**src/rtl/pipe_skid_reg_if.sv**
```systemverilog
// pipe_skid_reg_if: producer/consumer handshake bundle for the skid pipeline register
interface pipe_skid_reg_if #(parameter int WIDTH = 8);
    logic             flush;
    logic             in_valid;
    logic [WIDTH-1:0] in_data;
    logic             in_ready;
    logic             out_valid;
    logic [WIDTH-1:0] out_data;
    logic             out_ready;
    logic [1:0]       count;

    modport master (
        output flush, in_valid, in_data, out_ready,
        input  in_ready, out_valid, out_data, count
    );

    modport slave (
        input  flush, in_valid, in_data, out_ready,
        output in_ready, out_valid, out_data, count
    );
endinterface

```
**src/rtl/pipe_skid_reg.sv**
```systemverilog
// pipe_skid_reg: two-entry valid/ready skid buffer with flop-driven handshake outputs
module pipe_skid_reg #(
    parameter int WIDTH = 8
) (
    input logic             clk,
    input logic             reset,
    pipe_skid_reg_if.slave  bus
);
    typedef enum logic [1:0] {
        EMPTY = 2'd0,
        BUSY  = 2'd1,
        FULL  = 2'd2
    } state_t;

    state_t           state;
    state_t           next_state;
    logic [WIDTH-1:0] main_q;
    logic [WIDTH-1:0] skid_q;
    logic             in_ready_q;
    logic             out_valid_q;
    logic             in_fire;
    logic             out_fire;
    logic             load_main;
    logic             load_skid;
    logic             main_from_skid;

    assign in_fire  = bus.in_valid & in_ready_q;
    assign out_fire = out_valid_q & bus.out_ready;

    // State and handshake flags; ready/valid are registered copies of the next state
    always_ff @(posedge clk or negedge reset) begin
        if (!reset) begin
            state       <= EMPTY;
            in_ready_q  <= 1'b0;
            out_valid_q <= 1'b0;
        end else begin
            state       <= next_state;
            in_ready_q  <= (next_state != FULL);
            out_valid_q <= (next_state != EMPTY);
        end
    end

    // Next state from the two fire events; flush overrides everything
    always_comb begin
        next_state = state;
        case (state)
            EMPTY:   next_state = in_fire ? BUSY : EMPTY;
            BUSY:    next_state = (in_fire && !out_fire) ? FULL :
                                  (out_fire && !in_fire) ? EMPTY : BUSY;
            FULL:    next_state = out_fire ? BUSY : FULL;
            default: next_state = EMPTY;
        endcase
        if (bus.flush) next_state = EMPTY;
    end

    // Data-path steering; flush suppresses loads so out_data stays put
    always_comb begin
        load_main      = 1'b0;
        load_skid      = 1'b0;
        main_from_skid = (state == FULL);
        case (state)
            EMPTY:   load_main = in_fire;
            BUSY:    begin
                load_main = in_fire && out_fire;
                load_skid = in_fire && !out_fire;
            end
            FULL:    load_main = out_fire;
            default: load_main = 1'b0;
        endcase
        if (bus.flush) begin
            load_main = 1'b0;
            load_skid = 1'b0;
        end
    end

    // Main and skid data registers; hold when not loaded
    always_ff @(posedge clk or negedge reset) begin
        if (!reset) begin
            main_q <= '0;
            skid_q <= '0;
        end else begin
            if (load_main) main_q <= main_from_skid ? skid_q : bus.in_data;
            if (load_skid) skid_q <= bus.in_data;
        end
    end

    assign bus.in_ready  = in_ready_q;
    assign bus.out_valid = out_valid_q;
    assign bus.out_data  = main_q;
    assign bus.count     = state;
endmodule
```
**src/flat_wrapper.sv**
```systemverilog
// flat-port wrapper written by rule: the top's interface ports become plain ports
module pipe_skid_reg_flat 
#(
    parameter int WIDTH = 8
)
  (clk, reset, bus_flush, bus_in_valid, bus_in_data, bus_out_ready, bus_in_ready, bus_out_valid, bus_out_data, bus_count);
  pipe_skid_reg_if #(.WIDTH(WIDTH)) bus_i ();
  input logic clk;
  input logic reset;
  input wire logic [$bits(bus_i.flush)-1:0] bus_flush;
  input wire logic [$bits(bus_i.in_valid)-1:0] bus_in_valid;
  input wire logic [$bits(bus_i.in_data)-1:0] bus_in_data;
  input wire logic [$bits(bus_i.out_ready)-1:0] bus_out_ready;
  output wire logic [$bits(bus_i.in_ready)-1:0] bus_in_ready;
  output wire logic [$bits(bus_i.out_valid)-1:0] bus_out_valid;
  output wire logic [$bits(bus_i.out_data)-1:0] bus_out_data;
  output wire logic [$bits(bus_i.count)-1:0] bus_count;
  assign bus_i.flush = bus_flush;
  assign bus_i.in_valid = bus_in_valid;
  assign bus_i.in_data = bus_in_data;
  assign bus_i.out_ready = bus_out_ready;
  assign bus_in_ready = bus_i.in_ready;
  assign bus_out_valid = bus_i.out_valid;
  assign bus_out_data = bus_i.out_data;
  assign bus_count = bus_i.count;
  pipe_skid_reg #(.WIDTH(WIDTH)) u_core (.clk(clk), .reset(reset), .bus(bus_i));
endmodule
```
**config.mk**
```make
export PLATFORM = sky130hd
export DESIGN_NAME = pipe_skid_reg_flat
export DESIGN_NICKNAME = d
export VERILOG_FILES = /design/src/rtl/pipe_skid_reg_if.sv /design/src/rtl/pipe_skid_reg.sv /design/src/flat_wrapper.sv
export SDC_FILE = /design/constraint.sdc
export NUM_CORES = 1
export LEC_CHECK = 0
export BUFFER_PORTS_ARGS = -buffer_cell sky130_fd_sc_hd__buf_4
export CELL_PAD_IN_SITES_DETAIL_PLACEMENT = 0
export CELL_PAD_IN_SITES_GLOBAL_PLACEMENT = 1
export CORE_ASPECT_RATIO = 1.5
export CORE_UTILIZATION = 41
export DETAILED_ROUTE_END_ITERATION = 12
export GPL_TIMING_DRIVEN = 0
export PLACE_DENSITY = 0.88
export SLEW_MARGIN = 20
export SYNTH_ARGS = -nofsm -noshare
export SYNTH_HDL_FRONTEND = slang
export SYNTH_SLANG_ARGS = --single-unit
```
**constraint.sdc**
```tcl
create_clock -name clk -period 2.54 [get_ports clk]
set_clock_uncertainty 0.1 [all_clocks]
set_input_delay 0.508 -clock clk [delete_from_list [all_inputs] [get_ports clk]]
set_output_delay 0.508 -clock clk [all_outputs]
set_load 0.02 [all_outputs]
```
* After elaboration in Yosys (flattened, before gate mapping)
Index checks and enable logic that the tools add are counted.
W data, S select, Z words.
** Storage, ports and cells
- Bits in registers :: 20
- Output and inout bits :: 12
- Bits of input ports :: 13
** Operators by class
- Bitwise operators :: 2
- Multiplexer cells :: 11
- Eq/ne operators :: 3
- Reductions and logical operators :: 7
** Operator list (number)
- $mux W8 :: 1
- $mux W2 :: 3
- $pmux W2 S3 :: 1
- $mux W1 :: 5
- $logic_and A1 B1 Y1 :: 3
- $pmux W1 S3 :: 1
- $and A1 B1 Y1 :: 2
- $eq A2 B1 Y1 const B :: 1
- $eq A2 B2 Y1 const B :: 1
- $logic_not A1 Y1 :: 2
- $logic_not A2 Y1 :: 1
- $ne A2 B2 Y1 const B :: 1
- $reduce_bool A2 Y1 :: 1

* Longest topological paths before layout
- Word-level depth :: 8
- Gate-level depth with buffers :: 6
- Depth with buffers taken out :: 6

* Worst setup path after synthesis
No wires, ideal clock.
- Kind :: register to register
- From :: reg u_core.in_ready_q (netlist: u_core.bus.in_ready)
- To :: reg u_core.main_q[0] (netlist: u_core.bus.out_data[0])
- Data required time :: 2315 ps
- Clock period less this slack :: 1808 ps
- Data arrival time :: 1583 ps
- Path slack :: 732 ps
- Path buffers :: 0
- Cell stages (with the launch flop) :: 6
- Path through :: dfrtp_1 > and2_1 > ha_1 > nand3b_1 > a31oi_4 > mux2_2
** On the way
- Cells in the longest elaborated chain, start to end :: 4
** Ends and longest elaborated chain
- start: declaration :: RTL line pipe_skid_reg.sv:19 : logic in_ready_q;
- start signal: assignment :: RTL line pipe_skid_reg.sv:38 : in_ready_q <= (next_state != FULL);
- $and A1 B1 Y1 (*) :: RTL line pipe_skid_reg.sv:27 : assign in_fire = bus.in_valid & in_ready_q;
- $logic_and A1 B1 Y1 :: RTL line pipe_skid_reg.sv:64 : load_main = in_fire && out_fire;
- $pmux W1 S3 (*) :: RTL line pipe_skid_reg.sv:61 : case (state)
- $mux W1 (*) :: RTL line pipe_skid_reg.sv:70 : if (bus.flush) begin
- end signal: assignment :: RTL line pipe_skid_reg.sv:82 : if (load_main) main_q <= main_from_skid ? skid_q : bus.in_data;
- end: declaration :: RTL line pipe_skid_reg.sv:17 : logic [WIDTH-1:0] main_q;
Every way passes the cells marked *; elsewhere a longest branch is shown, timed or not.
A chain may end at the register's enable or synchronous reset.

* Final worst setup path
- From :: reg u_core.out_valid_q (netlist: u_core.bus.out_valid)
- To :: reg u_core.skid_q[4]
** On the way
- Cells in the longest elaborated chain, start to end :: 5
** Ends and longest elaborated chain
- start: declaration :: RTL line pipe_skid_reg.sv:20 : logic out_valid_q;
- start signal: assignment :: RTL line pipe_skid_reg.sv:39 : out_valid_q <= (next_state != EMPTY);
- $and A1 B1 Y1 :: RTL line pipe_skid_reg.sv:28 : assign out_fire = out_valid_q & bus.out_ready;
- $logic_not A1 Y1 :: RTL line pipe_skid_reg.sv:65 : load_skid = in_fire && !out_fire;
- $logic_and A1 B1 Y1 :: RTL line pipe_skid_reg.sv:65
- $mux W1 :: RTL line pipe_skid_reg.sv:61
- $mux W1 :: RTL line pipe_skid_reg.sv:70
- end signal: assignment :: RTL line pipe_skid_reg.sv:83 : if (load_skid) skid_q <= bus.in_data;
- end: declaration :: RTL line pipe_skid_reg.sv:18 : logic [WIDTH-1:0] skid_q;
Every way passes these cells.

==> run_results.csv <==
group,metric,value,unit
drt,post_drt_wl_per_cell,13.4,µm
global_route,grt_max_degree,21,
finish,num-nets-final,112,
finish,utilization,0.552,
yosys,ys_types,19,
critical_path,cpPeakStageDelay,400,ps
placed_design,port_buffers,24,
yosys,yosysSeqAreaShare,0.512,
drt,drt_iter0_markers,7,
floorplanning,coreArea,0.00223,mm²
floorplanning,die_w,41.9,µm
timing,setup_viol,0,
finish,antenna_cells,0,
yosys,synth_top_family_by_area,"multiplexers",
timing,period_share,0.725,
placed_design,dp.cells,114,
floorplanning,ios,25,
placed_design,dp_hpwl,1260,µm
run,max_cap_viol_count,0,
finish,multiInputGateArea,454,µm²
timing,finalSetupTns,0,ps
timing,max_freq,0.543,GHz
hold_path,hold_class,"in -> reg",
critical_path,crit_chain,"and2_1 -> inv_1 -> ha_1 -> nand3b_1 -> nor2_2 -> mux2_2",
clock_tree,ctsResizeCount,0,
drt,vias_per_cell,5.12,
critical_path,crit_path_end_kind,"register",
yosys,avgSynthCellArea,14.6,µm²
finish,instances_no_fill,119,
yosys,synth_xor_area_frac,0,
critical_path,cp_slowest_cell,"dfrtp_1",
critical_path,ff2ff_path_depth,6,
yosys,netlist_instances,67,
floorplanning,die_h,61.8,µm
clock_tree,clock_path_buffers,2,
placed_design,globalplace.congestion,0.775,
finish,final_cell_mix,"mux2_2, buf_4, dfrtp_1",
timing,hold_viol,0,
critical_path,required,2620,ps
finish,area_growth_syn_to_layout,26.1,%
outcome,outcome,"finished, final reports clean",
drt,first_pass_iters,3,
clock_tree,cts_root_buf,"clkbuf_4",
yosys,synth-adder-area-share,0.0256,
clock_tree,clk_latency,290,ps
critical_path,cp_max_fo,8,
floorplanning,die_area,0.00259,mm²
yosys,syn-cell-area,977,µm²
yosys,ys_seq_elements,20,
floorplanning,rows,21,
timing,period_needed,1840,ps
critical_path,critPathKind,"reg -> reg",
finish,seqCellArea,500,µm²
yosys,muxShareOfSynthArea,0.277,
global_route,antenna_found_initial,0,
hold_path,min_path_cells,2,
timing,slew_headroom,0.713,
drt,ant_nets,0,
finish,layout-drive-gt1-share,0.625,
global_route,grt_pass1_wl,2770,µm
drt,num_vias,609,
drt,drc,0,
global_route,track_usage,0.139,
global_route,overflow,0,
global_route,grt_pass1_vias,645,
power,p_per_area,800,mW/mm²
yosys,synth-simple-area-share,0.108,
timing,grt_setup_unrepaired,"false",
clock_tree,tritoncts,"built",
clock_tree,clk_pin_slew_worst_paths,110,ps
floorplanning,start_util,0.438,
timing,finalMaxSlewViolations,0,
clock_tree,numCtsBuffers,3,
yosys,synthesis.nets,82,
clock_tree,htree_levels,1,
finish,fillers,200,
critical_path,cp.arrival,1920,ps
timing,tightest_slew,430,ps
drt,wl,1600,µm
power,ir_drop,0.469,mV
critical_path,crit_path_start_kind,"register",
clock_tree,cts_sinks,20,
power,power_leakage,0.553,nW
yosys,synth_compound_area_frac,0.0551,
yosys,yosysWarnings,0,
final timing paths:
kind	start	endpoint	slack (ps)
max	u_core.bus.out_valid	u_core.skid_q[4]	700
min	bus_in_data[1]	u_core.skid_q[1]	350
max reg2reg	u_core.bus.out_valid	u_core.skid_q[4]	700
min reg2reg	u_core.skid_q[6]	u_core.skid_q[6]	420
max in group asynchronous	reset	u_core.bus.out_valid	1620
min in group asynchronous	reset	u_core.bus.out_data[0]	510
cells in the mapped netlist (all sizes together):
| cell type | count | share of area |
|---|---|---|
| buf | 1 | 0.012 |
| a31oi | 1 | 0.022 |
| nand3b | 2 | 0.015 |
| mux2 | 24 | 0.28 |
| nand4bb | 1 | 0.028 |
| a21bo | 1 | 0.010 |
| ha | 2 | 0.026 |
| nand4b | 1 | 0.0090 |
| and2 | 3 | 0.019 |
| nand2b | 1 | 0.0064 |
| or3b | 1 | 0.0090 |
| nand3 | 1 | 0.0051 |
| o21ai | 1 | 0.0051 |
| a31o | 1 | 0.0090 |
| nor2 | 1 | 0.0064 |
| dfrtp | 20 | 0.51 |
| a21o | 1 | 0.0090 |
| inv | 3 | 0.012 |
| nor2b | 1 | 0.0090 |
per-stage QoR:
step | power [mW] | setup WS, ps | instance area (µm²) | hold slack [ps]
6_report | 0.985 | 698 | 1230 | 348
5_1_grt | 1.05 | 525 | 1230 | 334
4_1_cts | 0.999 | 664 | 1230 | 346
3_5_place_dp | 0.821 | 453 | 1190 | 299
3_3_place_gp | 0.808 | 484 | 1190 | 298
2_1_floorplan | 0.687 | 732 | 977 | 112
routing by layer:
metal | track usage | part of all wire | up-vias
met4 | 0.0553 | 0.0075 | 0
met3 | 0.0318 | 0.057 | 2
met1 | 0.165 | 0.41 | 287
li1 | - | - | 298
met2 | 0.248 | 0.52 | 22
met5 | 0 | 0 | -
kinds of logic after synthesis:
group / after synthesis
mux: 24
flops: 20
simple gates: 12
compound gates: 5
buf+inv: 4
fa+ha+maj: 2
sequential cells by signal, indices dropped and copies added, names as in the netlist:
register / count
u_core.bus.out_valid: 1
u_core.skid_q: 8
u_core.bus.count: 2
u_core.bus.in_ready: 1
u_core.bus.out_data: 8
area by class of cell:
class,count,share of cell area
Multi-Input combinational cell,43,0.369
Inverter,3,0.00914
Buffer,1,0.00914
Clock buffer,4,0.0294
Sequential cell,20,0.406
Tap cell,23,0.0234
Timing Repair Buffer,25,0.154
worst max-delay path: cells and delay by family, from the launching register on:
| family | cells | cell delay, ps |
|---|---|---|
| and+or+nand+nor | 3 | 660 |
| DFF | 1 | 400 |
| muxes | 1 | 380 |
| adders and majority gates | 1 | 130 |
| buffers and inverters | 1 | 60 |
report_power, final:
part	switching (mW)	internal [mW]	total (mW)
Combinational	0.142	0.187	0.329
Clock	0.0894	0.0873	0.177
Sequential	0.0551	0.424	0.480
what timing repair did:
item	4_1_cts	5_1_grt
hold buffers	1	0
buffers inserted	0	0
hold endpoints to repair	20	0
Note: power is estimated with default switching activity, not from simulation.
